--- config.mk ---
export PLATFORM = sky130hd
export DESIGN_NAME = psram_burst_writer_flat
export DESIGN_NICKNAME = d
export VERILOG_FILES = /design/src/rtl/psram_burst_writer_if.sv /design/src/rtl/psram_burst_writer.sv /design/src/flat_wrapper.sv
export SDC_FILE = /design/constraint.sdc
export NUM_CORES = 1
export LEC_CHECK = 0
export CELL_PAD_IN_SITES_DETAIL_PLACEMENT = 0
export CELL_PAD_IN_SITES_GLOBAL_PLACEMENT = 1
export CORE_MARGIN = 5
export CORE_UTILIZATION = 50
export CTS_CLUSTER_DIAMETER = 100
export CTS_CLUSTER_SIZE = 40
export DETAILED_ROUTE_END_ITERATION = 7
export PLACE_DENSITY = 0.85
export SETUP_SLACK_MARGIN = 0.1
export SLEW_MARGIN = 10
export SYNTH_ARGS = -nofsm -noshare
export SYNTH_HDL_FRONTEND = slang
export SYNTH_SLANG_ARGS = --single-unit
--- constraint.sdc ---
create_clock -name sysclk -period 5.8 [get_ports sysclk]
set_input_delay 0.87 -clock sysclk [delete_from_list [all_inputs] [get_ports sysclk]]
set_output_delay 0.87 -clock sysclk [all_outputs]
set_load 0.03 [all_outputs]
--- src/rtl/psram_burst_writer_if.sv ---
// psram_burst_writer_if: upstream write port plus PSRAM driver port; slave = writer side, master = upstream/driver side
interface psram_burst_writer_if;
   logic        in_valid;
   logic        in_ready;
   logic [23:0] in_address;
   logic [7:0]  in_data;
   logic        flush;
   logic        psram_ready;
   logic        psram_enable;
   logic        psram_rw;
   logic        psram_set_address;
   logic [23:0] psram_address;
   logic        psram_next_byte_needed;
   logic        psram_write_data;
   logic [7:0]  psram_data;
   logic [15:0] bursts_issued;
   logic        overflow_flag;
   modport slave (
      input  in_valid, in_address, in_data, flush, psram_ready, psram_next_byte_needed,
      output in_ready, psram_enable, psram_rw, psram_set_address, psram_address,
             psram_write_data, psram_data, bursts_issued, overflow_flag
   );
   modport master (
      output in_valid, in_address, in_data, flush, psram_ready, psram_next_byte_needed,
      input  in_ready, psram_enable, psram_rw, psram_set_address, psram_address,
             psram_write_data, psram_data, bursts_issued, overflow_flag
   );
endinterface

--- src/rtl/psram_burst_writer.sv ---
// psram_burst_writer: FIFO-buffers (address, byte) writes and streams contiguous runs as PSRAM write bursts; ports sysclk, reset, bus (psram_burst_writer_if.slave)
module psram_burst_writer #(
   parameter int FIFO_DEPTH  = 16,
   parameter int MAX_BURST   = 32,
   parameter int GAP_TIMEOUT = 8
) (
   input logic                 sysclk,
   input logic                 reset,
   psram_burst_writer_if.slave bus
);
   localparam int AW = $clog2(FIFO_DEPTH);
   localparam int BW = $clog2(MAX_BURST + 1);
   localparam int GW = $clog2(GAP_TIMEOUT + 1);
   typedef enum logic [2:0] {IDLE, SET_ADDR, WAIT_REQ, WAIT_GAP, CLOSE} state_t;
   state_t state, state_nxt;
   logic [23:0] fifo_addr [FIFO_DEPTH];
   logic [7:0]  fifo_data [FIFO_DEPTH];
   logic [AW-1:0] wr_ptr, rd_ptr;
   logic [AW:0] count, count_nxt;
   logic rdy, push, empty, start, flush_lat, flush_pend, contig, serve, page_end;
   logic [23:0] next_addr, head_addr, address;
   logic [7:0] head_data, data_r;
   logic [BW-1:0] burst_count;
   logic [GW-1:0] gap_count;
   logic [15:0] bursts;
   logic wd_r, ovf, enable, set_address;
   assign empty      = count == '0;
   assign push       = bus.in_valid && rdy;
   assign count_nxt  = count + (AW+1)'(push) - (AW+1)'(serve);
   assign head_addr  = fifo_addr[rd_ptr];
   assign head_data  = fifo_data[rd_ptr];
   assign start      = state == IDLE && !empty && bus.psram_ready;
   assign flush_pend = flush_lat || bus.flush;
   assign contig     = !empty && head_addr == next_addr && burst_count < BW'(MAX_BURST) && !flush_pend;
   // WAIT_GAP already holds an accepted request, so it serves without a new pulse
   assign serve      = contig && ((state == WAIT_REQ && bus.psram_next_byte_needed) || state == WAIT_GAP);
   assign page_end   = next_addr[9:0] == 10'h3FF;
   always_ff @(posedge sysclk or posedge reset) begin
      if (reset) state <= IDLE;
      else state <= state_nxt;
   end
   always_comb begin
      state_nxt = state;
      case (state)
         IDLE:     state_nxt = start ? SET_ADDR : IDLE;
         SET_ADDR: state_nxt = WAIT_REQ;
         WAIT_REQ: if (bus.psram_next_byte_needed)
                      state_nxt = serve ? (page_end ? CLOSE : WAIT_REQ) :
                                  (empty && !flush_pend && burst_count < BW'(MAX_BURST)) ? WAIT_GAP : CLOSE;
         WAIT_GAP: state_nxt = serve ? (page_end ? CLOSE : WAIT_REQ) :
                               (!empty || flush_pend || gap_count == GW'(GAP_TIMEOUT - 1)) ? CLOSE : WAIT_GAP;
         CLOSE:    state_nxt = IDLE;
         default:  state_nxt = IDLE;
      endcase
   end
   always_comb begin
      enable      = state == SET_ADDR || state == WAIT_REQ || state == WAIT_GAP;
      set_address = state == SET_ADDR;
      address     = set_address ? next_addr : '0;
   end
   always_ff @(posedge sysclk) begin
      if (push) begin
         fifo_addr[wr_ptr] <= bus.in_address;
         fifo_data[wr_ptr] <= bus.in_data;
      end
   end
   always_ff @(posedge sysclk or posedge reset) begin
      if (reset) begin
         wr_ptr      <= '0;
         rd_ptr      <= '0;
         count       <= '0;
         rdy         <= 1'b0;
         next_addr   <= '0;
         burst_count <= '0;
         gap_count   <= '0;
         flush_lat   <= 1'b0;
         data_r      <= '0;
         wd_r        <= 1'b0;
         bursts      <= '0;
         ovf         <= 1'b0;
      end else begin
         if (push) wr_ptr <= wr_ptr + AW'(1);
         if (serve) rd_ptr <= rd_ptr + AW'(1);
         count <= count_nxt;
         rdy   <= count_nxt != (AW+1)'(FIFO_DEPTH);
         if (start) next_addr <= head_addr;
         else if (serve) next_addr <= next_addr + 24'd1;
         if (set_address) begin
            burst_count <= '0;
            bursts      <= bursts + 16'd1;
         end else if (serve) burst_count <= burst_count + BW'(1);
         gap_count <= state == WAIT_GAP ? gap_count + GW'(1) : '0;
         // a flush seen while idle or just before returning to idle belongs to no burst
         flush_lat <= state != IDLE && state_nxt != CLOSE && flush_pend;
         if (serve) data_r <= head_data;
         wd_r <= serve;
         ovf  <= ovf || (bus.in_valid && !rdy);
      end
   end
   assign bus.in_ready          = rdy;
   assign bus.psram_enable      = enable;
   assign bus.psram_rw          = enable;
   assign bus.psram_set_address = set_address;
   assign bus.psram_address     = address;
   assign bus.psram_write_data  = wd_r;
   assign bus.psram_data        = data_r;
   assign bus.bursts_issued     = bursts;
   assign bus.overflow_flag     = ovf;
endmodule

--- src/flat_wrapper.sv ---
// flat-port wrapper written by rule: the top's interface ports become plain ports
module psram_burst_writer_flat 
#(
   parameter int FIFO_DEPTH  = 16,
   parameter int MAX_BURST   = 32,
   parameter int GAP_TIMEOUT = 8
)
  (sysclk, reset, bus_in_valid, bus_in_address, bus_in_data, bus_flush, bus_psram_ready, bus_psram_next_byte_needed, bus_in_ready, bus_psram_enable, bus_psram_rw, bus_psram_set_address, bus_psram_address, bus_psram_write_data, bus_psram_data, bus_bursts_issued, bus_overflow_flag);
  psram_burst_writer_if bus_i ();
  input logic sysclk;
  input logic reset;
  input wire logic [$bits(bus_i.in_valid)-1:0] bus_in_valid;
  input wire logic [$bits(bus_i.in_address)-1:0] bus_in_address;
  input wire logic [$bits(bus_i.in_data)-1:0] bus_in_data;
  input wire logic [$bits(bus_i.flush)-1:0] bus_flush;
  input wire logic [$bits(bus_i.psram_ready)-1:0] bus_psram_ready;
  input wire logic [$bits(bus_i.psram_next_byte_needed)-1:0] bus_psram_next_byte_needed;
  output wire logic [$bits(bus_i.in_ready)-1:0] bus_in_ready;
  output wire logic [$bits(bus_i.psram_enable)-1:0] bus_psram_enable;
  output wire logic [$bits(bus_i.psram_rw)-1:0] bus_psram_rw;
  output wire logic [$bits(bus_i.psram_set_address)-1:0] bus_psram_set_address;
  output wire logic [$bits(bus_i.psram_address)-1:0] bus_psram_address;
  output wire logic [$bits(bus_i.psram_write_data)-1:0] bus_psram_write_data;
  output wire logic [$bits(bus_i.psram_data)-1:0] bus_psram_data;
  output wire logic [$bits(bus_i.bursts_issued)-1:0] bus_bursts_issued;
  output wire logic [$bits(bus_i.overflow_flag)-1:0] bus_overflow_flag;
  assign bus_i.in_valid = bus_in_valid;
  assign bus_i.in_address = bus_in_address;
  assign bus_i.in_data = bus_in_data;
  assign bus_i.flush = bus_flush;
  assign bus_i.psram_ready = bus_psram_ready;
  assign bus_i.psram_next_byte_needed = bus_psram_next_byte_needed;
  assign bus_in_ready = bus_i.in_ready;
  assign bus_psram_enable = bus_i.psram_enable;
  assign bus_psram_rw = bus_i.psram_rw;
  assign bus_psram_set_address = bus_i.psram_set_address;
  assign bus_psram_address = bus_i.psram_address;
  assign bus_psram_write_data = bus_i.psram_write_data;
  assign bus_psram_data = bus_i.psram_data;
  assign bus_bursts_issued = bus_i.bursts_issued;
  assign bus_overflow_flag = bus_i.overflow_flag;
  psram_burst_writer #(.FIFO_DEPTH(FIFO_DEPTH), .MAX_BURST(MAX_BURST), .GAP_TIMEOUT(GAP_TIMEOUT)) u_core (.sysclk(sysclk), .reset(reset), .bus(bus_i));
endmodule
======== Yosys cells after proc, flatten, opt, wreduce, memory -nomap -nowiden ========
Memories as Yosys holds them, arrays and structs flattened. A register that Yosys moved wholly into a read port is not among the register bits.
Index checks and enable logic that the tools add are counted.
storage, ports and cells
  bits in registers ....................... 70
  memory bits (writable) .................. 512
  logic and storage cells ................. 75
  memories ................................ 2
memories
  memory            depth  bits a word  rd ports  clocked after memory_dff  wr ports  line                      text
  u_core.fifo_addr  16     24           1         0                         1         psram_burst_writer.sv:16  logic [23:0] fifo_addr [FIFO_DEPTH];
  u_core.fifo_data  16     8            1         1                         1         psram_burst_writer.sv:17  logic [7:0] fifo_data [FIFO_DEPTH];
cells by class
  $add $sub $neg .......................... 8
  order comparisons ....................... 1
  equal/unequal tests ..................... 8
  multiplexer cells ....................... 16
  reductions and logical operators ........ 28
operator list
  cell                     number
  $mux W24                 3
  $add A24 B1 Y24 const B  1
  $eq A24 B24 Y1           1
  $mux W3                  6
  $add A16 B1 Y16 const B  1
  $logic_and A1 B1 Y1      13
  $add A4 B1 Y4 const B    3
  $mux W6                  2
  $pmux W3 S4              1
  $eq A10 B10 Y1 const B   1
  $logic_or A1 B1 Y1       7
  $add A6 B1 Y6 const B    1
  $eq A3 B2 Y1 const B     2
  $lt A6 B6 Y1 const B     1
  $add A5 B1 Y5            1
  $logic_not A5 Y1         1
  $ne A5 B5 Y1 const B     1
  $sub A5 B1 Y5            1
  $eq A4 B3 Y1 const B     1
  $mux W4                  1
  $reduce_bool A2 Y1       2
  $eq A3 B1 Y1 const B     1
  $logic_not A1 Y1         3
  $logic_not A3 Y1         1
  other kinds (3)          5

======== Logic depth before layout (Yosys ltp) ========
Gate-level depths: netlist (run 1).
  depth in word-level cells ............... 12
  depth in mapped cells ................... 25
  mapped depth without buffers ............ 19

======== Worst setup path before layout (run 1) ========
No wires, ideal clock.
  kind .................................... reg-to-reg
  start point ............................. register u_core.rd_ptr[0]
  end point ............................... register u_core.rdy, in the netlist u_core.bus.in_ready
  data arrival time ....................... 4.372 ns
  setup slack ............................. 1.299 ns
  cell stages (with the launch flop) ...... 25
  buffers on the path ..................... 7
  cell sequence ........................... dfrtp_1 buf_2 buf_6 buf_4 buf_4 buf_2 mux2i_1 xor2_1 nor2_1 a2111oi_0 nand4_1 nor4_4 buf_6 buf_4 ha_1 inv_1 ha_1 inv_1 fa_1 inv_1 a21oi_1 nor2_1 nor2_1 xnor2_1 nand3b_1
on the way
  cells in the longest elaborated chain, start to end .. 8
RTL lines
  what                               line                      text
  start: declaration                 psram_burst_writer.sv:18  logic [AW-1:0] wr_ptr, rd_ptr;
  start signal: assignment           psram_burst_writer.sv:83  if (serve) rd_ptr <= rd_ptr + AW'(1);
  $mem_v2 Z16 W24                    n/a
  $eq A24 B24 Y1                     psram_burst_writer.sv:34  assign contig = !empty && head_addr == next_addr && burst_count < BW'(MAX_BURST) && !flush_pend;
  $logic_and A1 B1 Y1 (3 in series)  psram_burst_writer.sv:34
  $logic_and A1 B1 Y1                psram_burst_writer.sv:36  assign serve = contig && ((state == WAIT_REQ && bus.psram_next_byte_needed) || state == WAIT_GAP);
  named net u_core.serve             psram_burst_writer.sv:20  logic rdy, push, empty, start, flush_lat, flush_pend, contig, serve, page_end;
  $sub A5 B1 Y5                      psram_burst_writer.sv:29  assign count_nxt = count + (AW+1)'(push) - (AW+1)'(serve);
  named net u_core.count_nxt[4]      psram_burst_writer.sv:19  logic [AW:0] count, count_nxt;
  $ne A5 B5 Y1                       psram_burst_writer.sv:85  rdy <= count_nxt != (AW+1)'(FIFO_DEPTH);
  end signal: assignment             psram_burst_writer.sv:85
  end: declaration                   psram_burst_writer.sv:20
The timed path passes the listed nets, and every way through them passes these cells.
A chain may end at the register's enable or synchronous reset.

======== Final worst setup path (run 1) ========
  start point ............................. register u_core.rd_ptr[1]
  end point ............................... register u_core.rdy, in the netlist u_core.bus.in_ready
on the way
  cells in the longest elaborated chain, start to end .. 8
RTL lines
  what                               line
  $mem_v2 Z16 W24                    n/a
  $eq A24 B24 Y1                     psram_burst_writer.sv:34
  $logic_and A1 B1 Y1 (3 in series)  psram_burst_writer.sv:34
  $logic_and A1 B1 Y1                psram_burst_writer.sv:36
  $sub A5 B1 Y5                      psram_burst_writer.sv:29
  named net u_core.count_nxt[4]      psram_burst_writer.sv:19
  $ne A5 B5 Y1                       psram_burst_writer.sv:85
The timed path passes the listed nets, and every way through them passes these cells.

==> metrics, run 1 <==
Comb pwr share 0.193; Nets 1,520; CTS tree built; Die X 232 um; WP data required 6270 ps; Slew Limit Fails 0; family with the most delay on the worst path flip-flops; Post-Layout Cell Count 2,143; die area 53,600 um^2; setup ws final 664 ps; Util after Layout 0.552; worst-path cell chain buf_12 > mux4_2 > mux2_2 > o21ai_1 > xnor2_1 > a211oi_1 > nand4_1 > nor4_4 > ha_1 > inv_1 > ha_1 > inv_1 > fa_1 > inv_1 > a21oi_1 > nor2_1 > nor2_1 > xnor2_1 > nand3b_1; Setup Buffers After CTS 0; Placeable Area 48,700 um^2; FMAX 195 MHz; FF+latch count, synth 590; Yosys top cell by area edfxtp_1; CTS resizes 0; # setup viols final 0; DRT Wirelength 56.0 mm; final hold slack 471 ps; Post-synth top cells edfxtp_1 (512), mux4_2 (124), nand2_1 (79), dfrtp_1 (78), nor2_1 (70); first-pass GRT wire length 84.2 mm; Total GRT Usage 0.209; CTS buffer count 19; Clock transition at path regs 130 ps; pwr/cell area 341 nW/um^2; CP endpoint kind flip-flop; layout cell share with drive strength beyond 1 0.158; Area contributors post-synth edfxtp_1 (63%), mux4_2 (11%), dfrtp_1 (8.0%), mux2i_1 (2.5%), xnor2_1 (1.6%); top-count cell post-synth edfxtp_1; IO Port Bufs 91; crit path time final 5140 ps; dpl ws 681 ps; Async SR Flop Fraction 0.132; Area Growth Syn to Fin 9.67%; antenna-violating nets left 0; ant diodes 0; final setup TNS 0 ps; Die Y-Extent 232 um; Avg Inst Size Synth 17.6 um^2; Fin. Hold Viols 0; Fill cells 3,644; top-area cell type share of the netlist area 0.626; main flop type after synthesis edfxtp_1; Max Buffers Root-to-Sink 3; Post-CTS Hold Buffers 0; worst hold path type flip-flop to flip-flop; Mapped Cells 1,391; post-synth net total 1,445; vias in the first global route 12,900; Crit-path slowest cell dfrtp_4; row cnt 81; # DRC 0; WL/cell 26.1 um; maximum VDD drop 0.204 mV; status finished, final reports clean; RSZ-0062 raised after global routing no; Yosys warning total 0; Via density 6.04; Critical Path Max Stage Delay 990 ps; Reg power frac 0.604; clock network power share 0.203; final worst path period share 0.886; CP bufs+invs 4; skew final 22.2 ps; worst skew pair latency 590 ps; Detail Placement HPWL 34.4 mm; maxcap violations 0; Synth Cell Area 24,500 um^2; most frequent CP cell inv_1; largest net degree at the start of global routing 59; register area share after synthesis 0.706; H-tree levels 1; switching power 2.71 mW; clk sinks 590; Worst Setup Start Kind flip-flop; Netlist cell types 65; Initial DRC Count 1,611; total leakage power 8.83 nW; placed cell count 2,109; Starting Density 0.504; Worst EP arrival 5600 ps; GPL Wtd Cong 0.865; DRT Pass-1 Iters 7; slew margin rel. 0.272; gr ovfl total 0; worst slew pin tran 1090 ps; Setup CP Type flip-flop to flip-flop; initial antenna violation count 2; Top Ports 92; CTS root buffer clkbuf_16; Post-synth EDFFs 512; crit path max fanout 48; Switching Share 0.295; routed via count 13,000; internal power 6.47 mW
-- through the flow --
stage,power [mW],area (um^2)
2_1_floorplan,6.60,24500
3_3_place_gp,7.36,26300
3_5_place_dp,7.41,26300
4_1_cts,9.22,26900
5_1_grt,9.54,26900
6_report,9.18,26900
-- worst reg2reg max path, stage by stage (launching register included) --
cell	delay (ps)
dfrtp_4	990
buf_12	360
mux4_2	550
mux2_2	280
o21ai_1	340
xnor2_1	120
a211oi_1	310
nand4_1	190
nor4_4	390
ha_1	290
inv_1	60
ha_1	150
inv_1	50
fa_1	390
inv_1	70
a21oi_1	60
nor2_1	90
nor2_1	60
xnor2_1	180
nand3b_1	100
-- power groups by stage --
stage / sequential (mW) / clock [mW] / combinational [mW]
finish: 5.55 / 1.86 / 1.77
global route: 5.59 / 2.05 / 1.90
CTS: 5.54 / 1.90 / 1.78
detailed placement: 5.63 / 0 / 1.78
global placement: 5.61 / 0 / 1.75
floorplan: 5.48 / 0 / 1.11
-- worst paths after layout --
check / start / cells past startpoint / slack, ps / endpoint
min in group asynchronous: reset / 2 / 640 / u_core.bus.psram_data[3]
min: u_core.gap_count[0] / 1 / 470 / u_core.gap_count[0]
max reg2reg: u_core.rd_ptr[1] / 19 / 660 / u_core.bus.in_ready
max in group asynchronous: reset / 3 / 3990 / u_core.rd_ptr[2]
max: u_core.rd_ptr[1] / 19 / 660 / u_core.bus.in_ready
min reg2reg: u_core.gap_count[0] / 1 / 470 / u_core.gap_count[0]
-- layer usage --
| metal | part of all wire | wire length [um] | GRT usage | up-vias |
|---|---|---|---|---|
| met4 | 0.024 | 1360 | 0.0506 | 2 |
| met1 | 0.43 | 23900 | 0.315 | 6747 |
| met2 | 0.47 | 26500 | 0.331 | 562 |
| li1 | - | - | - | 5570 |
| met3 | 0.074 | 4140 | 0.0262 | 69 |
| met5 | 0.00036 | 20 | 0 | - |
-- final cells by class --
type | count | area (um^2) | share of cell area
sequential | 590 | 17300 | 0.644
multi-input combinational | 698 | 6820 | 0.254
timing repair buffer | 130 | 1240 | 0.0461
tap | 664 | 831 | 0.0309
clock buffer | 28 | 509 | 0.0189
inverter | 27 | 103 | 0.00381
clock inverter | 6 | 70.1 | 0.00260
-- logic make-up (layout without fill, tap and decap cells) --
group | Yosys count | after routing | synth area share
muxes | 204 | 204 | 0.147
AOI/OAI and AO/OA | 112 | 112 | 0.0329
xor gates and xnor gates | 69 | 69 | 0.0246
and+or+nand+nor | 297 | 297 | 0.0599
DFF | 590 | 590 | 0.706
buffers and inverters | 103 | 191 | 0.0207
adders and majority gates | 16 | 16 | 0.00846
-- sequential cells by signal, summed over array words and instances (netlist names), 3 cells and up --
signal / cells
u_core.state: 3
u_core.bus.bursts_issued: 16
u_core.count: 5
u_core.burst_count: 6
u_core.bus.psram_data: 8
u_core.wr_ptr: 4
u_core.rd_ptr: 4
u_core.gap_count: 4
u_core.fifo_addr: 384
u_core.next_addr: 24
u_core.fifo_data: 128
-- cell usage in the layout (no fill, tap or decap), drive strengths merged, types with 6 or more instances in the layout --
| master | synthesis | layout |
|---|---|---|
| ha | 15 | 15 |
| a21oi | 21 | 21 |
| nor2b | 12 | 12 |
| o21ai | 20 | 20 |
| xnor2 | 44 | 44 |
| clkbuf | 31 | 28 |
| buf | 45 | 39 |
| nand3 | 19 | 19 |
| a221oi | 6 | 6 |
| mux2i | 61 | 61 |
| clkdlybuf4s50 | 0 | 91 |
| inv | 27 | 28 |
| and3 | 20 | 20 |
| nand2b | 12 | 12 |
| nor3 | 21 | 21 |
| nand4 | 14 | 14 |
| xor2 | 25 | 25 |
| mux2 | 19 | 19 |
| and2 | 33 | 33 |
| nand2 | 79 | 79 |
| a211oi | 15 | 15 |
| edfxtp | 512 | 512 |
| nor2 | 70 | 70 |
| dfrtp | 78 | 78 |
| mux4 | 124 | 124 |
(Power assumes the default switching activity.)
==> run 2: changes to the inputs <==
Settings changed: SLEW_MARGIN 10 to 40.
==> metrics, run 2 (synthesis gave the netlist of run 1 again) <==
Nets 1,529; gr ovfl total 0; worst slew pin tran 805 ps; Slew Limit Fails 0; Util after Layout 0.557; Max Buffers Root-to-Sink 3; final setup TNS 0 ps; CTS root buffer clkbuf_16; DRT Wirelength 56.1 mm; Largest register FFs 384; Worst Setup Start Kind flip-flop; H-tree levels 1; Setup CP Type flip-flop to flip-flop; GPL Wtd Cong 0.865; crit path max fanout 27; Post-CTS Hold Buffers 0; skew final 18.1 ps; Fin. Hold Viols 0; most frequent cells in the layout edfxtp_1 (512), mux4_2 (124), clkdlybuf4s50_1 (91), nand2_1 (79), dfrtp_1 (74); Die X 232 um; # DRC 0; Largest Register u_core.fifo_addr; Detail Placement HPWL 35.8 mm; status finished, final reports clean; CTS buffer count 19; CTS resizes 0; RSZ-0062 raised after global routing no; first-pass GRT wire length 84.7 mm; row cnt 81; antenna-violating nets left 0; Starting Density 0.504; Worst EP arrival 5450 ps; maximum VDD drop 0.181 mV; final worst path period share 0.861; total leakage power 8.93 nW; ant diodes 0; Area Growth Syn to Fin 10.6%; DRT Pass-1 Iters 7; Initial DRC Count 1,494; initial antenna violation count 2; maxcap violations 0; vias in the first global route 13,000; FMAX 200 MHz; die area 53,600 um^2; clk sinks 590; Fill cells 3,644; Die Y-Extent 232 um; largest net degree at the start of global routing 59; worst hold path type flip-flop to flip-flop; worst skew pair latency 580 ps; WL/cell 26.1 um; CTS tree built; leading cell type in the layout, fill and taps excluded edfxtp_1; layout cell share with drive strength beyond 1 0.164; Clock transition at path regs 130 ps; crit path time final 5000 ps; pwr/cell area 339 nW/um^2; Total GRT Usage 0.210; Top Ports 92; # setup viols final 0; Largest regs u_core.fifo_addr (384), u_core.fifo_data (128), u_core.next_addr (24); Via density 6.03; Setup Buffers After CTS 0; CP endpoint kind flip-flop; routed via count 13,000; IO Port Bufs 91; Placeable Area 48,700 um^2; slew margin rel. 0.462; WP data required 6260 ps
[run 2: routing by layer]
layer	GRT usage	share of wire	vias to the layer above
met4	0.0443	0.019	2
met1	0.315	0.42	6730
li1	-	-	5612
met5	0	0.00036	-
met2	0.340	0.48	564
met3	0.0229	0.073	64
[run 2: final timing paths]
check                                          from  depth (start not counted)  slack (ps)                  endpoint
min in group asynchronous                     reset                          2         630  u_core.bus.overflow_flag
min                        u_core.bus.overflow_flag                          1         470  u_core.bus.overflow_flag
min reg2reg                u_core.bus.overflow_flag                          1         470  u_core.bus.overflow_flag
max                                u_core.rd_ptr[0]                         19         800       u_core.bus.in_ready
max reg2reg                        u_core.rd_ptr[0]                         19         800       u_core.bus.in_ready
max in group asynchronous                     reset                          3        3990          u_core.rd_ptr[1]
[run 2: layout make-up]
type                    instances  area (um^2)  area share
repair buffers                139         1460      0.0538
well taps                     664          831      0.0306
clock buffers                  28          519      0.0191
inverters                      27          103     0.00378
multi-input cells             698         6830       0.252
clock inverters                 5         61.3     0.00226
flip-flops and latches        590        17300       0.639
[run 2: report_power, final]
group / switching [mW] / total (mW) / internal [mW]
registers: 0.388 / 5.55 / 5.16
logic: 1.11 / 1.81 / 0.695
clock network: 1.19 / 1.86 / 0.662
total: 2.70 / 9.21 / 6.52
[run 2: through the flow]
stage	setup slack, ps	power (mW)	std cells	area [um^2]	hold WS, ps
2_1_floorplan	1300	6.60	1391	24500	432
3_3_place_gp	744	7.36	2109	26300	438
3_5_place_dp	714	7.44	2117	26500	443
4_1_cts	645	9.26	2150	27100	474
5_1_grt	440	9.59	2151	27100	481
6_report	803	9.21	2151	27100	470
[run 2: worst max-delay path, stage by stage, from the launching register on]
cell and delay (ps):
dfrtp_4 810, buf_12 280, mux4_2 550, a22o_1 250
nor4_1 160, o21ai_0 180, a31o_1 240, or4_1 600
nor4_4 260, ha_1 290, inv_1 60, ha_1 150
inv_1 60, fa_1 400, inv_1 70, a21oi_1 50
nor2_1 80, nor2_1 50, xnor2_1 180, nand3b_1 100
